==> src/rtl/counter_pkg.sv <==
// rtl/counter_pkg.sv - shared types and helpers for the up/down counter
package counter_pkg;

    typedef enum logic [1:0] {
        MODE_WRAP    = 2'b00,
        MODE_SAT     = 2'b01,
        MODE_ONESHOT = 2'b10
    } mode_t;

    typedef enum logic {
        ST_RUN  = 1'b0,
        ST_DONE = 1'b1
    } state_t;

    // Encoding 11 is treated as WRAP.
    function automatic mode_t decode_mode(input logic [1:0] raw);
        case (raw)
            2'b01:   decode_mode = MODE_SAT;
            2'b10:   decode_mode = MODE_ONESHOT;
            default: decode_mode = MODE_WRAP;
        endcase
    endfunction

endpackage

==> src/rtl/counter_prescaler.sv <==
// rtl/counter_prescaler.sv - clock-enable prescaler, one tick per prescale+1 enabled cycles
module counter_prescaler #(
    parameter int PRESCALE_W = 8
) (
    input  logic                  clk,
    input  logic                  reset,
    input  logic                  enable,
    input  logic                  clear,
    input  logic [PRESCALE_W-1:0] prescale,
    output logic                  tick
);

    logic [PRESCALE_W-1:0] count;

    // >= rather than == so a prescale lowered below the current phase ticks at once.
    assign tick = enable && (count >= prescale);

    always_ff @(posedge clk) begin
        if (!reset) begin
            count <= '0;
        end else if (clear) begin
            count <= '0;
        end else if (enable) begin
            count <= tick ? '0 : count + 1'b1;
        end
    end

endmodule

==> src/rtl/updn_counter_gen.sv <==
// rtl/updn_counter_gen.sv - parametrised up/down counter with limit, step, modes and prescaler
module updn_counter_gen
    import counter_pkg::*;
#(
    parameter int WIDTH      = 8,
    parameter int PL_WIDTH   = 4,
    parameter int STEP_WIDTH = 4,
    parameter int PRESCALE_W = 8
) (
    input  logic                  clk,
    input  logic                  reset,
    input  logic                  enable,
    input  logic                  updn,
    input  logic                  preload,
    input  logic [PL_WIDTH-1:0]   pl_data,
    input  logic [STEP_WIDTH-1:0] step,
    input  logic [WIDTH-1:0]      limit,
    input  logic [1:0]            mode,
    input  logic [PRESCALE_W-1:0] prescale,
    output logic [WIDTH-1:0]      cout,
    output logic                  tc,
    output logic                  running
);

    state_t state, state_next;
    logic [WIDTH-1:0] cout_next;
    logic             tc_next;
    logic             tick;
    mode_t            cur_mode;

    logic [WIDTH-1:0] pl_ext;
    logic [WIDTH:0]   cur_x, lim_x, lim1_x, step_x;
    logic [WIDTH:0]   sum_x, diff_x, down_wrap_x, up_wrap_x;

    counter_prescaler #(.PRESCALE_W(PRESCALE_W)) u_prescaler (
        .clk      (clk),
        .reset    (reset),
        .enable   (enable),
        .clear    (preload),
        .prescale (prescale),
        .tick     (tick)
    );

    assign cur_mode = decode_mode(mode);
    assign pl_ext   = WIDTH'(pl_data);

    // All arithmetic is one bit wider so overflow past limit is visible.
    assign cur_x       = {1'b0, cout};
    assign lim_x       = {1'b0, limit};
    assign lim1_x      = lim_x + 1'b1;
    assign step_x      = (WIDTH+1)'(step);
    assign sum_x       = cur_x + step_x;
    assign diff_x      = cur_x - step_x;
    assign up_wrap_x   = sum_x - lim1_x;
    assign down_wrap_x = cur_x + lim1_x - step_x;

    always_comb begin
        cout_next  = cout;
        tc_next    = 1'b0;
        state_next = state;
        if (preload) begin
            cout_next  = (pl_ext > limit) ? limit : pl_ext;
            state_next = ST_RUN;
        end else if (tick && state == ST_RUN) begin
            if (cur_x > lim_x) begin
                cout_next = limit;
                tc_next   = 1'b1;
            end else if (step != '0) begin
                if (updn) begin
                    if (sum_x > lim_x) begin
                        if (cur_mode == MODE_WRAP) begin
                            cout_next = up_wrap_x[WIDTH-1:0];
                            tc_next   = 1'b1;
                        end else begin
                            cout_next = limit;
                            tc_next   = (cout != limit);
                            if (cur_mode == MODE_ONESHOT) state_next = ST_DONE;
                        end
                    end else begin
                        cout_next = sum_x[WIDTH-1:0];
                        if (cur_mode != MODE_WRAP && sum_x == lim_x) begin
                            tc_next = 1'b1;
                            if (cur_mode == MODE_ONESHOT) state_next = ST_DONE;
                        end
                    end
                end else begin
                    if (step_x > cur_x) begin
                        if (cur_mode == MODE_WRAP) begin
                            cout_next = down_wrap_x[WIDTH-1:0];
                            tc_next   = 1'b1;
                        end else begin
                            cout_next = '0;
                            tc_next   = (cout != '0);
                            if (cur_mode == MODE_ONESHOT) state_next = ST_DONE;
                        end
                    end else begin
                        cout_next = diff_x[WIDTH-1:0];
                        if (cur_mode != MODE_WRAP && diff_x == '0) begin
                            tc_next = 1'b1;
                            if (cur_mode == MODE_ONESHOT) state_next = ST_DONE;
                        end
                    end
                end
            end
        end
    end

    always_ff @(posedge clk) begin
        if (!reset) begin
            cout  <= '0;
            tc    <= 1'b0;
            state <= ST_RUN;
        end else begin
            cout  <= cout_next;
            tc    <= tc_next;
            state <= state_next;
        end
    end

    assign running = (state == ST_RUN);

endmodule
==> config.mk <==
export PLATFORM = sky130hd
export DESIGN_NAME = updn_counter_gen
export DESIGN_NICKNAME = d
export VERILOG_FILES = /design/src/rtl/counter_pkg.sv /design/src/rtl/counter_prescaler.sv /design/src/rtl/updn_counter_gen.sv
export SDC_FILE = /design/constraint.sdc
export NUM_CORES = 1
export LEC_CHECK = 0
export BUFFER_PORTS_ARGS = -buffer_cell sky130_fd_sc_hd__buf_2
export CAP_MARGIN = 20
export CORE_UTILIZATION = 45
export DETAILED_ROUTE_END_ITERATION = 6
export PLACE_DENSITY = 0.77
export SKIP_LAST_GASP = 1
export SLEW_MARGIN = 15
export SYNTH_ARGS = -nofsm -noshare
export SYNTH_HDL_FRONTEND = slang
export SYNTH_SLANG_ARGS = --single-unit
==> constraint.sdc <==
create_clock -name clk -period 5.35 [get_ports clk]
set_clock_uncertainty 0.1 [all_clocks]
set_input_delay 1.07 -clock clk [delete_from_list [all_inputs] [get_ports clk]]
set_output_delay 1.07 -clock clk [all_outputs]
set_load 0.1 [all_outputs]
# Yosys cells after proc, flatten, opt, wreduce, memory -nomap -nowiden
# Cells that the tools add are included.
dict set report op_classes {
  n_addsub 7
  order_cmp 5
  n_eq_ne 6
  n_mux 28
  bitwise 4
  reduce_logical 16
}
# op count
set op_table {}
lappend op_table {{8-bit two-way mux} 11}
lappend op_table {{8-bit by 1-bit adder with 8-bit output, second input constant} 2}
lappend op_table {{4-bit by 8-bit > comparator with 1-bit output} 2}
lappend op_table {{1-bit two-way mux} 16}
lappend op_table {{8-bit by 4-bit adder with 9-bit output} 1}
lappend op_table {{9-bit by 8-bit == test with 1-bit output} 1}
lappend op_table {{9-bit by 8-bit > comparator with 1-bit output} 1}
lappend op_table {{9-bit logical NOT} 1}
lappend op_table {{8-bit by 4-bit subtractor with 9-bit output} 1}
lappend op_table {{8-bit adder} 1}
lappend op_table {{8-bit greater-or-equal comparator} 1}
lappend op_table {{8-bit > comparator} 1}
lappend op_table {{8-bit != test} 1}
lappend op_table {{8-bit nonzero test} 1}
lappend op_table {{8-bit by 4-bit subtractor with 8-bit output} 1}
lappend op_table {{8-bit subtractor} 1}
lappend op_table {{3-bit nonzero test} 2}
lappend op_table {{5-bit AND reduction} 1}
lappend op_table {{2-bit == test, second input constant} 2}
lappend op_table {{1-bit logical AND} 4}
lappend op_table {{1-bit NOT} 4}
lappend op_table {{2-bit case mux with 2 select lines} 1}
lappend op_table {{2-bit nonzero test} 2}
lappend op_table {{4-bit nonzero test} 1}
lappend op_table {{6 further kinds} 6}
dict set report word_totals {
  regBits 18
  in_bits 31
  out_inout_bits 10
  wordCells 70
}

# Logic depth before layout (Yosys ltp)
dict set report logic_depth {
  word_depth 10
  depth_mapped 18
  ltp_nobuf 16
}

# Hierarchy
# Synthesis repeated with hierarchy kept, for this count alone.
dict set report hier_totals {
  cells_unflattened 425
  hier_area_um2 3350.7
}
# module instances cells_per_inst area_each_um2 seq_area_each_um2
set by_module_without_submodules {}
lappend by_module_without_submodules {updn_counter_gen 1 362 2758.9 200.2}
lappend by_module_without_submodules {counter_prescaler 1 63 591.8 160.2}

# Least setup slack after synthesis
# OpenSTA, ideal clock, no wires.
dict set report synth_path {
  path_kind {flip-flop to flip-flop}
  start {register cout[2]}
  end {register cout[7]}
  setup_ns 0.059
  t_arrival_ns 4.286
  t_required_ns 5.191
  path_slack_ns 0.906
  path_stages_with_launch 16
  n_path_buf 1
  period_less_slack_ns 4.444
  path_cell_list {dfxtp_1 ha_1 buf_6 or3b_1 a31oi_2 o21ai_0 xnor2_1 ha_1 nand4_1 a21oi_1 nor4_1 o32ai_4 or3b_1 o211a_1 o21ai_1 a31o_1}
}
dict set report synth_via {
  elab_chain_len 9
  word_cells_on_any_way 19
  cone_classes {add/sub (5); order compare (3); mux (9); reduce/logical (2)}
}
# item line
set synth_rtl {}
lappend synth_rtl {{start, declared} updn_counter_gen.sv:20} ;# output logic [WIDTH-1:0] cout,
lappend synth_rtl {{start signal, assigned} updn_counter_gen.sv:114} ;# cout <= cout_next;
lappend synth_rtl {{8-bit adder or 8-bit by 4-bit adder with 9-bit output (tied branches)} {updn_counter_gen.sv:55, updn_counter_gen.sv:52}}
lappend synth_rtl {{8-bit by 4-bit subtractor with 8-bit output or 8-bit subtractor (tied branches)} {updn_counter_gen.sv:55, updn_counter_gen.sv:54}}
lappend synth_rtl {{8-bit two-way mux (on tied branches)} {updn_counter_gen.sv:88, updn_counter_gen.sv:71}}
lappend synth_rtl {{8-bit two-way mux (on tied branches)} {updn_counter_gen.sv:87, updn_counter_gen.sv:70}}
lappend synth_rtl {{8-bit two-way mux} updn_counter_gen.sv:69} ;# if (updn) begin
lappend synth_rtl {{8-bit two-way mux} updn_counter_gen.sv:68} ;# end else if (step != '0) begin
lappend synth_rtl {{8-bit two-way mux} updn_counter_gen.sv:65} ;# if (cur_x > lim_x) begin
lappend synth_rtl {{8-bit two-way mux} updn_counter_gen.sv:64} ;# end else if (tick && state == ST_RUN) begin
lappend synth_rtl {{8-bit two-way mux} updn_counter_gen.sv:61} ;# if (preload) begin
# Several ways; a longest one is shown, not always the timed one. The select of a mux whose other input is x is not followed.
# A chain may end at the register's enable or synchronous reset.

# Final worst setup path
dict set report layout_path {
  start {input port step[2]}
  end {register cout[7]}
}
dict set report layout_via {
  elab_chain_len 9
  word_cells_on_any_way 18
  cone_classes {add/sub (4); order compare (2); mux (9); reduce/logical (3)}
}
# item line
set layout_rtl {}
lappend layout_rtl {{start, declared} updn_counter_gen.sv:16} ;# input logic [STEP_WIDTH-1:0] step,
lappend layout_rtl {{8-bit by 4-bit adder with 9-bit output} updn_counter_gen.sv:52} ;# assign sum_x = cur_x + step_x;
lappend layout_rtl {{8-bit subtractor} updn_counter_gen.sv:54} ;# assign up_wrap_x = sum_x - lim1_x;
lappend layout_rtl {{8-bit two-way mux} updn_counter_gen.sv:71} ;# if (cur_mode == MODE_WRAP) begin
lappend layout_rtl {{8-bit two-way mux} updn_counter_gen.sv:70} ;# if (sum_x > lim_x) begin
lappend layout_rtl {{8-bit two-way mux} updn_counter_gen.sv:69}
lappend layout_rtl {{8-bit two-way mux} updn_counter_gen.sv:68}
lappend layout_rtl {{8-bit two-way mux} updn_counter_gen.sv:65}
lappend layout_rtl {{8-bit two-way mux} updn_counter_gen.sv:64}
lappend layout_rtl {{8-bit two-way mux} updn_counter_gen.sv:61}
# Several ways; a longest one is shown, not always the timed one. The select of a mux whose other input is x is not followed.

==> results.md <==
- Final Core Density: 51.87%
- Reg clk slew, reported paths: 0.07 ns
- Worst ir drop on vdd: 123.2 uV
- Ant. Diodes: 0
- FF-to-FF End: cout[7]$_SDFFE_PN0P_
- Post-CTS sizing: 0
- Setup TNS: 0 ns
- Critical R2R Launch: cout[2]$_SDFFE_PN0P_
- Hold buffers post-CTS: 0
- Initial antenna violation count: 0
- Share of layout cells above drive strength 1: 13.03%
- Initial Utilization: 47.09%
- Slew headroom: 50.24%
- YS warnings: 0
- Peak Freq: 211.1 MHz
- R2r worst-path depth: 14
- Layout area overhead: 10.15%
- Final worst-path cycle share: 88.55%
- Most Crowded Layer GR: met2
- Outcome: complete, no violations
- Drt total wl: 8593 um
- Startpoint Class: primary input
- Detailed-route via count: 3179
- Highest-count cells in the layout ignoring fill and taps: 57 x ha_1, 46 x inv_1, 40 x buf_2
- Post-Synthesis Cells: 411
- Aggregate global-route resource usage: 24.00%
- Number of global-route vias before repair: 3051
- M1 GR Usage: 30.72%
- Comb pwr share: 59.1%
- Total gr overflow: 0
- Net Sw Power: 0.0002829 W
- Worst EP required: 5.45 ns
- Post-synth EDFFs: 0
- Cts bufs inserted: 3
- CTS sink cnt: 18
- Fillers: 687
- First-pass DRT Iterations: 5
- R2R setup slack: 1.11 ns
- Min Tclk post-route: 4.737 ns
- Worst Setup EP: cout[7]$_SDFFE_PN0P_
- Final GP Congestion: 0.9486
- Post-synthesis sequential area ratio: 11.20%
- Die area: 7491 um2
- Ys flop type: dfxtp_1
- First-pass GRT wire length: 14230 um
- CP Class: in2reg
- Total power: 0.0006383 W
- Setup bufs post-CTS: 0
- Root Buffer: clkbuf_8
- Die W: 86.55 um
- IO Pins: 41
- Vias per cell: 5.876
- Largest net degree at the start of global routing: 21
- Dpl cells: 537
- Met2 Use GR: 41.56%
- Initial DRC Count: 240
- Mean area per synthesized cell: 7.827 um2
- Fin. Hold Viols: 0
- CP Data Arrival Time: 4.84 ns
- DIE HEIGHT: 86.55 um
- Worst-margin pin slew: 0.7464 ns
- Worst-Skew Late Latency: 0.26 ns
- Post-route ant nets: 0
- Post-DP HPWL: 7067 um
- Worst setup path startpoint: step[2]
- WL per Instance: 15.88 um
- Sw frac: 44.32%
- Remaining DRCs: 0
- # nets final: 541
- Most common cell after layout, fill and taps aside: ha_1
- Hold Path Class: reg2reg
- Sequential power share: 22.8%
- Syn_nets: 506
- Total of max-cap violations: 0
- Setup WS pre-CTS: 0.3990 ns
- Num rows: 30
- P_int: 0.0003554 W
- Final WS setup: 0.6125 ns
- RSZ-0062 raised after global routing: false
- Final number of setup-violating endpoints: 0
- Synth Register Bits: 18
- Met3 layer usage reported by global route: 3.905%
- CTS tree: built
- Post-synthesis cell area: 3217 um2
- Crit path capture type: flip-flop
- Fin cells: 541
- Pwr dens: 180.2 nW/um2
- Final Max Slew Viols: 0
- Longest Clk Path Bufs: 2
- H-tree levels: 1
- Leakage: 1.595 nW
- FFs w/ async S/R, synth: 0%
- IO Port Bufs: 40
- Post-synthesis cell type count: 70
- Crit-path max FO: 17
- Core ar.: 6832 um2
- Clk pwr share: 18.1%
==> metrics by stage <==
step           hold slack (ns)  instance area (um2)
4_1_cts                 0.4134                 3543
3_3_place_gp            0.3810                 3488
5_1_grt                 0.4648                 3543
3_5_place_dp            0.4029                 3488
6_report                0.4046                 3543
2_1_floorplan           0.3632                 3217
==> critical path, stage by stage <==
cell and delay [ns]:
buf_2 0.14, inv_1 0.06, ha_1 0.39, or3b_1 0.42, a31oi_2 0.23, o21ai_0 0.13, xnor2_1 0.22, ha_1 0.33
nand4_1 0.11, a21oi_1 0.14, nor4_1 0.09, o32ai_4 0.60, or3b_1 0.40, o211a_1 0.20, o21ai_1 0.13, a31o_1 0.16
==> synth_stat cells, types with 5 or more instances <==
master | count | share of area [%]
a21oi_1 | 15 | 2.3
clkbuf_1 | 6 | 0.70
dfxtp_1 | 18 | 11
fa_1 | 7 | 4.4
ha_1 | 57 | 22
inv_1 | 46 | 5.4
nand2_1 | 26 | 3.0
nand2b_1 | 10 | 1.9
nand3_1 | 10 | 1.6
nand4_1 | 12 | 2.3
nor2_1 | 28 | 3.3
nor2b_1 | 7 | 1.4
nor3_1 | 7 | 1.1
nor4_1 | 5 | 0.97
o2111ai_1 | 5 | 1.4
o21a_1 | 5 | 1.2
o21ai_0 | 24 | 3.7
o21ai_1 | 5 | 0.78
xnor2_1 | 22 | 6.0
xor2_1 | 8 | 2.2
==> layer usage <==
metal	wire, um	vias to the layer above
met4	174	0
met3	630	17
li1	-	1559
met5	0	-
met2	3970	134
met1	3818	1469
==> flip-flops by register name (all words and copies together), names as in the netlist <==
signal             cells
cout                   8
state                  1
tc                     1
u_prescaler.count      8
==> worst min path at each step <==
stage                             from  slack, ns  cells past startpoint                  to
floorplan           state$_SDFFE_PP0P_       0.36                      2  state$_SDFFE_PP0P_
global placement    state$_SDFFE_PP0P_       0.38                      2  state$_SDFFE_PP0P_
detailed placement  state$_SDFFE_PP0P_       0.40                      2  state$_SDFFE_PP0P_
CTS                 state$_SDFFE_PP0P_       0.41                      2  state$_SDFFE_PP0P_
global route        state$_SDFFE_PP0P_       0.46                      2  state$_SDFFE_PP0P_
finish              state$_SDFFE_PP0P_       0.40                      2  state$_SDFFE_PP0P_
==> cell families after synthesis <==
logic type | after synthesis | synth area share (%)
AND/OR/NAND/NOR | 135 | 22.83
AO/OA/AOI/OAI | 101 | 22.05
adder cells (fa/ha/maj) | 64 | 26.53
buffers and inverters | 58 | 7.118
XOR/XNOR | 31 | 9.024
flip-flops | 18 | 11.20
multiplexers | 4 | 1.245
==> power by group through the flow <==
stage / logic (W) / registers (W) / clock network, W
2_1_floorplan: 0.000264 / 0.000167 / 0
3_3_place_gp: 0.000362 / 0.000148 / 0
3_5_place_dp: 0.000370 / 0.000148 / 0
4_1_cts: 0.000373 / 0.000145 / 0.000118
5_1_grt: 0.000419 / 0.000146 / 0.000126
6_report: 0.000377 / 0.000145 / 0.000116
==> area by class of cell <==
type	count	area, um2	area share (%)
Inverter	48	180.2	5.085
Timing Repair Buffer	40	200.2	5.650
Multi-Input combinational cell	335	2628	74.15
Sequential cell	18	360.3	10.17
Clock buffer	4	55.05	1.554
Tap cell	96	120.1	3.390
No activity file was read; power rests on OpenSTA's default activity.
